File: src/rtl/qsm_pkg.sv
// Shared constants and FSM encoding for the sign-magnitude Q-format accumulator.
// Word layout: bit SIGN_BIT is the sign, bits SIGN_BIT-1:0 are the magnitude.
package qsm_pkg;

    localparam int unsigned Q        = 23;
    localparam int unsigned N        = 32;
    localparam int unsigned LW       = 16;
    localparam int unsigned SIGN_BIT = N - 1;

    localparam logic [N-2:0] MAG_MAX  = '1;
    localparam logic [N-1:0] POS_ZERO = '0;

    typedef enum logic [1:0] {
        StIdle = 2'd0,
        StAcc  = 2'd1,
        StDone = 2'd2
    } qsm_state_e;

endpackage

File: src/rtl/qsm_add_core.sv
// Combinational sign-magnitude adder with magnitude-carry overflow flag.
// Optional feature: QSM_ACCUM_SAT_EN clamps an overflowed magnitude to all-ones
// (sign kept); without it the carry is dropped and the magnitude wraps.
module qsm_add_core
    import qsm_pkg::*;
(
    input  logic [N-1:0] a_i,
    input  logic [N-1:0] b_i,
    output logic [N-1:0] sum_o,
    output logic         ovf_o
);

    logic [N-2:0] mag_a;
    logic [N-2:0] mag_b;
    logic [N-2:0] mag_r;
    logic         sgn_a;
    logic         sgn_b;
    logic         sgn_r;
    logic [N-1:0] mag_sum;

    // Magnitude add/subtract selected by operand signs; -0 inputs count as +0.
    always_comb begin
        mag_a   = a_i[N-2:0];
        mag_b   = b_i[N-2:0];
        sgn_a   = a_i[SIGN_BIT] & (mag_a != '0);
        sgn_b   = b_i[SIGN_BIT] & (mag_b != '0);
        mag_sum = {1'b0, mag_a} + {1'b0, mag_b};
        mag_r   = '0;
        sgn_r   = 1'b0;
        ovf_o   = 1'b0;
        if (sgn_a == sgn_b) begin
            sgn_r = sgn_a;
            ovf_o = mag_sum[N-1];
            mag_r = mag_sum[N-2:0];
`ifdef QSM_ACCUM_SAT_EN
            if (mag_sum[N-1]) begin
                mag_r = MAG_MAX;
            end
`endif
        end else if (mag_a > mag_b) begin
            sgn_r = sgn_a;
            mag_r = mag_a - mag_b;
        end else if (mag_b > mag_a) begin
            sgn_r = sgn_b;
            mag_r = mag_b - mag_a;
        end
        // A zero magnitude is always reported as +0.
        if (mag_r == '0) begin
            sgn_r = 1'b0;
        end
        sum_o = {sgn_r, mag_r};
    end

endmodule

File: src/rtl/qsm_accum.sv
// Sequential sign-magnitude accumulator: sums i_len streamed samples and
// emits the result with a one-cycle acc_res_vld pulse.
// Optional feature: QSM_ACCUM_SAT_EN (saturating add, see qsm_add_core).
module qsm_accum
    import qsm_pkg::*;
(
    input  logic          clk,
    input  logic          rst,
    input  logic          i_start,
    input  logic [LW-1:0] i_len,
    input  logic          s_vld,
    input  logic [N-1:0]  s_dat,
    output logic          s_rdy,
    output logic [N-1:0]  acc_res,
    output logic          acc_res_vld,
    output logic          acc_ovf,
    output logic          busy
);

    qsm_state_e    state_q, state_d;
    logic [N-1:0]  acc_q, acc_d;
    logic [N-1:0]  res_q, res_d;
    logic [LW-1:0] cnt_q, cnt_d;
    logic          ovf_q, ovf_d;
    logic [N-1:0]  add_sum;
    logic          add_ovf;

    qsm_add_core u_add_core (
        .a_i   (acc_q),
        .b_i   (s_dat),
        .sum_o (add_sum),
        .ovf_o (add_ovf)
    );

    // Next-state, datapath updates and decoded outputs.
    always_comb begin
        state_d     = state_q;
        acc_d       = acc_q;
        res_d       = res_q;
        cnt_d       = cnt_q;
        ovf_d       = ovf_q;
        s_rdy       = 1'b0;
        busy        = 1'b0;
        acc_res_vld = 1'b0;
        unique case (state_q)
            StIdle: begin
                if (i_start) begin
                    acc_d = POS_ZERO;
                    ovf_d = 1'b0;
                    cnt_d = i_len;
                    if (i_len == '0) begin
                        res_d   = POS_ZERO;
                        state_d = StDone;
                    end else begin
                        state_d = StAcc;
                    end
                end
            end
            StAcc: begin
                s_rdy = 1'b1;
                busy  = 1'b1;
                if (s_vld) begin
                    acc_d = add_sum;
                    ovf_d = ovf_q | add_ovf;
                    cnt_d = cnt_q - 1'b1;
                    // Result register loads on the final accept so it is
                    // already valid while DONE raises the pulse.
                    if (cnt_q == LW'(1)) begin
                        res_d   = add_sum;
                        state_d = StDone;
                    end
                end
            end
            StDone: begin
                busy        = 1'b1;
                acc_res_vld = 1'b1;
                state_d     = StIdle;
            end
            default: begin
                state_d = StIdle;
            end
        endcase
    end

    // State and datapath registers with synchronous reset.
    always_ff @(posedge clk) begin
        if (rst) begin
            state_q <= StIdle;
            acc_q   <= POS_ZERO;
            res_q   <= POS_ZERO;
            cnt_q   <= '0;
            ovf_q   <= 1'b0;
        end else begin
            state_q <= state_d;
            acc_q   <= acc_d;
            res_q   <= res_d;
            cnt_q   <= cnt_d;
            ovf_q   <= ovf_d;
        end
    end

    assign acc_res = res_q;
    assign acc_ovf = ovf_q;

endmodule

File: config.mk
export PLATFORM = sky130hd
export DESIGN_NAME = qsm_accum
export DESIGN_NICKNAME = d
export VERILOG_FILES = /design/src/rtl/qsm_pkg.sv /design/src/rtl/qsm_add_core.sv /design/src/rtl/qsm_accum.sv
export SDC_FILE = /design/constraint.sdc
export NUM_CORES = 1
export LEC_CHECK = 0
export BUFFER_PORTS_ARGS = -buffer_cell sky130_fd_sc_hd__clkbuf_2
export CELL_PAD_IN_SITES_DETAIL_PLACEMENT = 0
export CELL_PAD_IN_SITES_GLOBAL_PLACEMENT = 1
export CORE_MARGIN = 4
export CORE_UTILIZATION = 45
export DETAILED_ROUTE_END_ITERATION = 8
export PLACE_DENSITY_LB_ADDON = 0.1
export SLEW_MARGIN = 20
export SYNTH_ARGS = -nofsm -noshare
export SYNTH_HDL_FRONTEND = slang
export SYNTH_SLANG_ARGS = --single-unit
File: constraint.sdc
create_clock -name clk -period 4.6 [get_ports clk]
set_clock_uncertainty 0.2 [all_clocks]
set_input_delay 0 -clock clk [delete_from_list [all_inputs] [get_ports clk]]
set_output_delay 0 -clock clk [all_outputs]
set_load 0.01 [all_outputs]
======== Word-level counts from Yosys, hierarchy flattened ========
Cells that the tools add are included.
operators by class
  add/sub/neg operators ................... 4
  order comparisons ....................... 2
  equality and inequality tests ........... 8
  mux-type cells .......................... 30
  bitwise gates (word level) .............. 3
  reduce and logical (&&, ||, !) cells .... 10
operator list
  operator                                            number
  2-to-1 mux 32 bit                                   6
  one-hot mux 32 bit (2 select lines)                 2
  2-to-1 mux 31 bit                                   3
  > comparator 31 bit                                 2
  nonzero test 31 bit                                 2
  subtractor 31 bit                                   2
  adder 31 x 31 -> 32 bit                             1
  2-to-1 mux 16 bit                                   2
  one-hot mux 16 bit (2 select lines)                 1
  logical NOT 31 bit                                  1
  == test 16 x 1 -> 1 bit, second input constant      1
  logical NOT 16 bit                                  1
  subtractor 16 x 1 -> 16 bit, second input constant  1
  2-to-1 mux 1 bit                                    10
  2-to-1 mux 2 bit                                    4
  != test 2 bit, second input constant                4
  AND reduction 3 bit                                 2
  AND reduction 5 bit                                 1
  one-hot mux 2 bit (2 select lines)                  1
  AND 1 bit                                           2
  == test 2 x 1 -> 1 bit, second input constant       1
  == test 2 bit, second input constant                1
  logical NOT 2 bit                                   1
  one-hot mux 1 bit (2 select lines)                  1
  other kinds (4)                                     4
word-level totals
  bits in registers ....................... 83
  bits of input ports ..................... 52
  output and inout bits ................... 36

======== Logic depth before layout (Yosys ltp) ========
Gate-level depths: netlist of the first run.
  depth in word-level cells ............... 9
  depth in mapped cells ................... 17

======== Modules after synthesis ========
Synthesis of the first run repeated with hierarchy kept, for this count alone.
unflattened totals
  cell total of the unflattened synthesis .. 1289
  area, all modules ....................... 9527.9 um^2
modules (own cells, without submodules)
  module        times used  cells each  area each (um^2)  sequential area each (um^2)
  qsm_add_core  1           943         6219.7            0.0
  qsm_accum     1           346         3308.2            1661.6

======== Worst setup path before layout of the first run ========
No wires, ideal clock.
  path kind ............................... flip-flop to flip-flop
  from .................................... register acc_q[0]
  to ...................................... register res_q[31], in the netlist acc_res[31]
  setup time .............................. 0.131 ns
  data arrival time ....................... 3.463 ns
  setup slack ............................. 0.807 ns
  cell stages (with the launch flop) ...... 15
  buffers on the path ..................... 0
  path through ............................ dfxtp_1 > ha_1 > inv_1 > fa_1 > a21o_1 > a221oi_1 > a211oi_1 > nor3b_1 > xnor2_1 > a21oi_1 > or4b_1 > nor4_1 > nand4_1 > nor4b_2 > o31ai_1
between the ends
  cells in the longest elaborated chain, start to end .. 9
RTL lines
  item                                                line                                    text
  from (decl)                                         qsm_accum.sv:21                         logic [N-1:0] acc_q, acc_d;
  from (signal assigned)                              qsm_accum.sv:89                         acc_q <= POS_ZERO;
  from (signal assigned)                              qsm_accum.sv:95                         acc_q <= acc_d;
  subtractor 31 bit (tied with other cells)           qsm_add_core.sv:45                      mag_r = mag_b - mag_a;
  2-to-1 mux 31 bit or AND 1 bit (tied branches)      qsm_add_core.sv:43, qsm_add_core.sv:25
  2-to-1 mux 31 bit or == test 1 bit (tied branches)  qsm_add_core.sv:40, qsm_add_core.sv:31
  2-to-1 mux 31 bit                                   qsm_add_core.sv:31                      if (sgn_a == sgn_b) begin
  logical NOT 31 bit                                  qsm_add_core.sv:48                      if (mag_r == '0) begin
  2-to-1 mux 1 bit *                                  qsm_add_core.sv:48
  2-to-1 mux 32 bit *                                 qsm_accum.sv:68                         if (cnt_q == LW'(1)) begin
  2-to-1 mux 32 bit *                                 qsm_accum.sv:62                         if (s_vld) begin
  one-hot mux 32 bit (2 select lines) *               qsm_accum.sv:45                         unique case (state_q)
  to (signal assigned)                                qsm_accum.sv:96                         res_q <= res_d;
  to (decl)                                           qsm_accum.sv:22                         logic [N-1:0] res_q, res_d;
Every way passes the cells marked *; elsewhere a longest branch is shown, timed or not. The select of a mux whose other input is x is not followed.
A chain may end at the register's enable or synchronous reset.

======== Final worst setup path of the first run ========
  from .................................... register acc_q[8]
  to ...................................... register acc_q[31]
between the ends
  cells in the longest elaborated chain, start to end .. 8
RTL lines
  item                                                line
  subtractor 31 bit (tied with other cells)           qsm_add_core.sv:45
  2-to-1 mux 31 bit or AND 1 bit (tied branches)      qsm_add_core.sv:43, qsm_add_core.sv:25
  2-to-1 mux 31 bit or == test 1 bit (tied branches)  qsm_add_core.sv:40, qsm_add_core.sv:31
  2-to-1 mux 31 bit                                   qsm_add_core.sv:31
  logical NOT 31 bit                                  qsm_add_core.sv:48
  2-to-1 mux 1 bit *                                  qsm_add_core.sv:48
  2-to-1 mux 32 bit *                                 qsm_accum.sv:62
  one-hot mux 32 bit (2 select lines) *               qsm_accum.sv:45
Marks and branches as above.

==> results.py, run 1 <==
metrics = {
    "run_status": {
        "outcome": "complete, no violations",
    },
    "critical_path": {
        "crit_buf_inv": 3,
        "timing.rr.start": "acc_q[8]",
        "crit_fanout": 14,
        "critPathKind": "reg2reg",
        "crit_slowest_cell": "a2111oi_1",
        "crit_top_cell": "buf_4",
        "slowest_delay_ns": 0.47,
        "timing.rr.end": "acc_q[31]",
        "start_kind": "flip-flop",
        "required_ns": 4.64,
        "cp_cell_sequence": "ha_1 > buf_4 > nor4_2 > nand2_1 > a21oi_1 > buf_4 > o21ai_0 > a22o_1 > buf_4 > a2111oi_1 > nor4_1 > xnor2_1 > a211o_1 > nand4b_1 > nor4b_2 > o31ai_1",
        "cp_data_arrival_time_ns": 4.47,
        "rrSetupSlack_ns": 0.17,
        "ff2ff_path_depth": 16,
        "cpLargestDelayFamily": "compound AO/OA/AOI/OAI gates",
        "crit_path_end_kind": "flip-flop",
    },
    "power_and_ir_drop": {
        "power_density_nw_per_um2": 373,
        "power.total_uw": 4200,
        "p_leak_uw": 0.00479,
        "ir_worst_vdd_mv": 0.345,
    },
    "floorplanning": {
        "dieArea_um2": 22800,
        "dieWidth_um": 151,
        "initial_core_util_pct": 45.6,
        "num_io_pins": 88,
        "core_um2": 20200,
        "die_h_um": 151,
        "num_rows": 52,
    },
    "sta": {
        "maxSlewHeadroom_pct": 36.8,
        "worst_pin_slew_ns": 0.946,
        "min_period_ns": 4.43,
        "hold_ws_ns": 0.0300,
        "fin_crit_sh_pct": 96.3,
        "setup_viol": 0,
        "max_freq_ghz": 0.226,
        "slew_violations": 0,
        "hold_violations": 0,
        "final.setup.tns_ns": 0,
    },
    "synth": {
        "seq_area_frac_synth_pct": 18.0,
        "syn-instance-count": 1294,
        "yosysMostFrequentCell": "nor2_1",
        "ys.flop_type": "dfxtp_1",
        "async_reset_ff_share_pct": 0,
        "syn_avg_cell_area_um2": 7.11,
        "synth_seq_cells": 83,
        "netlist.area_leader.share_pct": 18.0,
        "synth_common_cells": "nor2_1, a21oi_1, inv_1",
        "syn_area_um2": 9210,
        "yosys.area.top_type": "dfxtp_1",
        "synthTopCellsByArea": "dfxtp_1, ha_1, nor2_1",
        "synth_nets": 1448,
        "synth.distinct_cells": 82,
        "ys_warn_count": 0,
        "synth_edf_count": 0,
    },
    "finish": {
        "fin_cells": 1735,
        "antenna_cells": 0,
        "drive_above_1_share_pct": 18.1,
        "final_util_pct": 55.7,
        "area_delta_synth_final_pct": 22.1,
        "nFillCells": 2040,
        "layout.nets": 1614,
    },
    "global_route": {
        "grt_max_degree": 44,
        "grt_pass1_vias": 9915,
        "grt.overflow.total": 0,
        "antenna_found_initial": 0,
        "grt_pass1_wl_mm": 58.9,
        "track_usage_pct": 33.8,
    },
    "clock_network": {
        "h-tree-depth": 3,
        "clockBufferDepth": 2,
        "cts.clk_slew.worst_paths_ns": 0.07,
        "cts_tree": "done",
        "clock_tree.root_cell": "clkbuf_16",
        "worstSkewPairLatency_ns": 0.36,
        "clock-sinks": 83,
        "cts-buffers-inserted": 9,
    },
    "place": {
        "dp_cells": 1696,
        "dp_hpwl_mm": 31.2,
        "portBuffers": 87,
        "place_congestion": 1.04,
    },
    "route": {
        "vias": 10700,
        "drt_iter0_drc": 1128,
        "wl_per_cell_um": 22.6,
        "wl_mm": 39.2,
        "drtPass1Iterations": 6,
        "ant_nets": 0,
        "routed_via_density": 6.19,
        "remaining_drc_errors": 0,
    },
    "hold_path": {
        "hold_path_depth": 2,
        "min_from": "rst",
        "min-delay-path-class": "in2reg",
        "whs_endpoint": "acc_res[20]",
    },
    "job": {
        "max_cap_viol_count": 0,
    },
}
metal layers:
metal | track usage, % | wire (um)
met4 | 8.34 | 1050
met1 | 46.3 | 17000
met3 | 6.73 | 3380
met5 | 0 | 0
met2 | 54.4 | 17800
sequential cells by signal (all words and copies together), names as in the netlist:
register	count
acc_ovf	1
acc_q	32
acc_res	32
cnt_q	16
state_q	2
layout by cell type, fill, tap and decap left out, types with 27 or more instances in the layout:
master,synthesis,layout
nor2_1,163,161
dfxtp_1,83,83
o21ai_0,73,71
nor4_1,33,30
inv_1,106,106
xnor2_1,28,27
a22oi_1,64,64
clkbuf_2,0,86
buf_4,0,121
nand2_1,74,73
a21oi_1,120,120
nor3_1,28,28
ha_1,99,97
layout make-up:
type,instances,area [um2],share of cell area [%]
Clock buffer,9,225,2.00
Clock inverter,7,80.1,0.713
Inverter,107,402,3.57
Multi-Input combinational cell,1030,6960,61.9
Sequential cell,83,1660,14.8
Tap cell,270,338,3.01
Timing Repair Buffer,229,1570,14.0
power by group:
part	switching (uW)	internal, uW	total (uW)	leakage, uW
Combinational	1570	906	2470	0.00396
Sequential	105	817	921	0.000673
Clock	371	431	803	0.000149
cells by family after synthesis:
family	after synthesis	share of synthesized area (%)
AOI/OAI and AO/OA	473	34.5
buffers and inverters	181	7.56
DFF	83	18.0
xor gates and xnor gates	35	3.33
adders and majority gates	102	14.1
muxes	5	0.544
and+or+nand+nor	415	21.9
how the worst max path moves through the flow:
| stage | cells after the start | start | end |
|---|---|---|---|
| 6_report | 16 | acc_q[8] | acc_q[31] |
| 3_5_place_dp | 13 | acc_q[16] | acc_res[31] |
| 3_3_place_gp | 15 | acc_q[8] | acc_res[31] |
| 5_1_grt | 13 | acc_q[16] | acc_q[31] |
| 4_1_cts | 13 | acc_q[16] | acc_q[31] |
| 2_1_floorplan | 14 | acc_q[0] | acc_res[31] |
per-stage QoR:
stage / worst slack (ns) / cell area [um2]
floorplan: 0.807 / 9210
global placement: 0.129 / 10600
detailed placement: 0.0979 / 10600
CTS: 0.0680 / 11100
global route: -0.00315 / 11200
finish: 0.169 / 11200
what timing repair did:
action	in CTS	in global routing
hold buffers	19	0
hold endpoints to repair	18	0
endpoints found under the setup margin	0	3
gates resized for setup	0	15
setup buffers	0	4
No activity file was read; power rests on OpenSTA's default activity.
==> inputs of run 2 (changes only) <==
Settings changed: ABC_AREA set to 1, CORE_UTILIZATION 45 to 42, SYNTH_HIERARCHICAL set to 1.
==> run 2 against run 1 <==
  * Via count is 31% higher
  * Total power is 100% higher
  * Sequential share of layout area is 2.0 points lower
  * Sequential cell count stayed put
  * Final cell count is 54% higher
  * Clock power is 7.2% higher
  * Largest cell class unchanged
  * Combinational power grew to 2.6 times the previous value
  * Hold slack worse by 0.0013 ns
  * Critical path type unchanged
  * Clock-buffer cell count is 1 higher
  * Worst setup slack better by 0.27 ns
==> results.py, run 2 <==
metrics = {
    "sta": {
        "maxSlewHeadroom_pct": 42.9,
        "final.setup.tns_ns": 0,
        "fin_crit_sh_pct": 90.5,
        "hold_violations": 0,
        "max_freq_ghz": 0.240,
        "worst_pin_slew_ns": 0.856,
        "worst_slack_ns": 0.438,
        "slew_violations": 0,
        "setup_viol": 0,
        "min_period_ns": 4.16,
        "rsz0062_at_grt": "false",
    },
    "route": {
        "ant_nets": 0,
        "wl_per_cell_um": 19.3,
        "drt_iter0_drc": 1654,
        "wl_mm": 51.8,
        "routed_via_density": 5.26,
        "remaining_drc_errors": 0,
        "drtPass1Iterations": 6,
        "vias": 14100,
    },
    "critical_path": {
        "crit_fanout": 21,
        "cp_data_arrival_time_ns": 4.26,
        "required_ns": 4.70,
        "critPathKind": "reg2reg",
        "start_kind": "flip-flop",
        "crit_path_end_kind": "flip-flop",
    },
    "global_route": {
        "track_usage_pct": 32.5,
        "grt_max_degree": 86,
        "grt_pass1_vias": 13000,
        "antenna_found_initial": 0,
        "grt.overflow.total": 0,
        "grt_pass1_wl_mm": 76.9,
    },
    "finish": {
        "fin_cells": 2676,
        "drive_above_1_share_pct": 7.83,
        "area_delta_synth_final_pct": 9.78,
        "antenna_cells": 0,
        "layout_commonest_cell": "nand2_1",
        "most-common-layout-cells": "nand2_1, inv_1, nor2_1",
        "layout.nets": 2446,
        "seq_area_um2": 1660,
        "nFillCells": 3173,
        "final_util_pct": 46.9,
        "multi_input_area_um2": 8250,
    },
    "place": {
        "portBuffers": 87,
        "place_congestion": 1.02,
        "pre_cts_ws_ns": 0.588,
        "dp_hpwl_mm": 42.6,
        "dp_cells": 2643,
    },
    "synth": {
        "seq_area_frac_synth_pct": 14.0,
        "yosys.area.top_type": "nand2_1",
        "ys.flop_type": "dfxtp_1",
        "synth.distinct_cells": 43,
        "syn_avg_cell_area_um2": 5.33,
        "syn_area_um2": 11900,
        "ys_warn_count": 6,
        "synth_nets": 2378,
        "synth_edf_count": 0,
        "synthTopCellsByArea": "nand2_1, dfxtp_1, inv_1",
        "netlist.area_leader.share_pct": 26.1,
        "syn-instance-count": 2225,
        "yosysMostFrequentCell": "nand2_1",
        "synth_seq_cells": 83,
        "synth_common_cells": "nand2_1, inv_1, nor2_1",
        "async_reset_ff_share_pct": 0,
    },
    "power_and_ir_drop": {
        "power.total_uw": 8520,
        "ir_worst_vdd_mv": 0.652,
        "p_leak_uw": 0.00761,
        "power_density_nw_per_um2": 654,
    },
    "clock_network": {
        "clockBufferDepth": 2,
        "cts_tree": "done",
        "post_cts_resized": 0,
        "h-tree-depth": 3,
        "clock-sinks": 83,
        "ctsHoldBuffers": 17,
        "clock_tree.root_cell": "clkbuf_16",
        "postCtsSetupRepairBufs": 0,
        "cts-buffers-inserted": 9,
        "worstSkewPairLatency_ns": 0.36,
        "cts.clk_slew.worst_paths_ns": 0.09,
    },
    "floorplanning": {
        "dieArea_um2": 31000,
        "die_h_um": 176,
        "initial_core_util_pct": 42.7,
        "num_rows": 61,
        "num_io_pins": 88,
        "core_um2": 27800,
        "dieWidth_um": 176,
    },
    "job": {
        "max_cap_viol_count": 0,
    },
    "hold_path": {
        "min-delay-path-class": "in2reg",
    },
    "run_status": {
        "outcome": "complete, no violations",
    },
}
==> run 2: cell types whose count changed after synthesis, sizes merged, moves of 40 or more <==
cell / previous run / this run
a22oi: 64 / 0
inv: 106 / 410
clkbuf: 57 / 17
nor2: 163 / 250
nand3: 18 / 121
nand2: 74 / 846
==> run 2: per-stage QoR <==
stage               hold WS (ns)  instance area [um2]
floorplan                -0.0513                11900
global placement          0.0724                12500
detailed placement        0.0635                12500
CTS                       0.0316                13000
global route              0.0994                13000
finish                    0.0288                13000
==> run 2: cell families (layout without fill, tap and decap cells) <==
logic type               Yosys count  count (layout)  synth area share [%]
AO/OA/AOI/OAI                    225             225                  10.2
XOR/XNOR                          43              43                  3.18
adder cells (fa/ha/maj)          101             101                  10.8
buffers and inverters            478             551                  16.5
flip-flops                        83              83                  14.0
AND/OR/NAND/NOR                 1295            1295                  45.3
==> run 2: layout make-up <==
| class | instances | share of cell area, % |
|---|---|---|
| flip-flops and latches | 83 | 12.8 |
| clock buffers | 10 | 1.84 |
| clock inverters | 6 | 0.730 |
| repair buffers | 124 | 5.81 |
| inverters | 411 | 11.9 |
| multi-input cells | 1664 | 63.4 |
| well taps | 378 | 3.63 |
==> run 2: power breakdown <==
part	switching (uW)	internal, uW	total (uW)
registers	254	999	1250
logic	4570	1830	6400
clock network	363	498	861
==> run 2: routing by layer <==
layer / vias up / wire, um / part of all wire [%] / global-route usage, %
li1: 6914 / - / - / -
met1: 6391 / 23300 / 45 / 46.8
met2: 701 / 21700 / 42 / 49.5
met3: 82 / 5460 / 11 / 6.53
met4: 0 / 1390 / 2.7 / 8.67
met5: - / 0 / 0 / 0
==> run 2: worst paths after layout <==
check             start           to  slack (ns)  cells past startpoint
min             i_start    cnt_q[11]        0.03                      4
max           acc_q[27]  acc_res[31]        0.44                     24
min reg2reg  state_q[1]   state_q[1]        0.30                      2
max reg2reg   acc_q[27]  acc_res[31]        0.44                     24
==> run 2: critical path, cell delays in order (launching register included) <==
cell and delay, ns:
dfxtp_1 0.43, inv_1 0.10, ha_1 0.63, nand2_1 0.31
nor2_4 0.21, inv_2 0.08, nor3_4 0.24, nand2_2 0.09
nand2_4 0.12, nand2_4 0.08, inv_2 0.37, nand3_1 0.23
nand2_1 0.13, nand2_1 0.07, nand2_1 0.11, nor2_1 0.05
nand2_1 0.07, nor2_1 0.04, nand2_1 0.06, nor2_1 0.04
nor2_1 0.09, nand2_1 0.08, inv_1 0.09, nor2_1 0.05
nor2_1 0.11
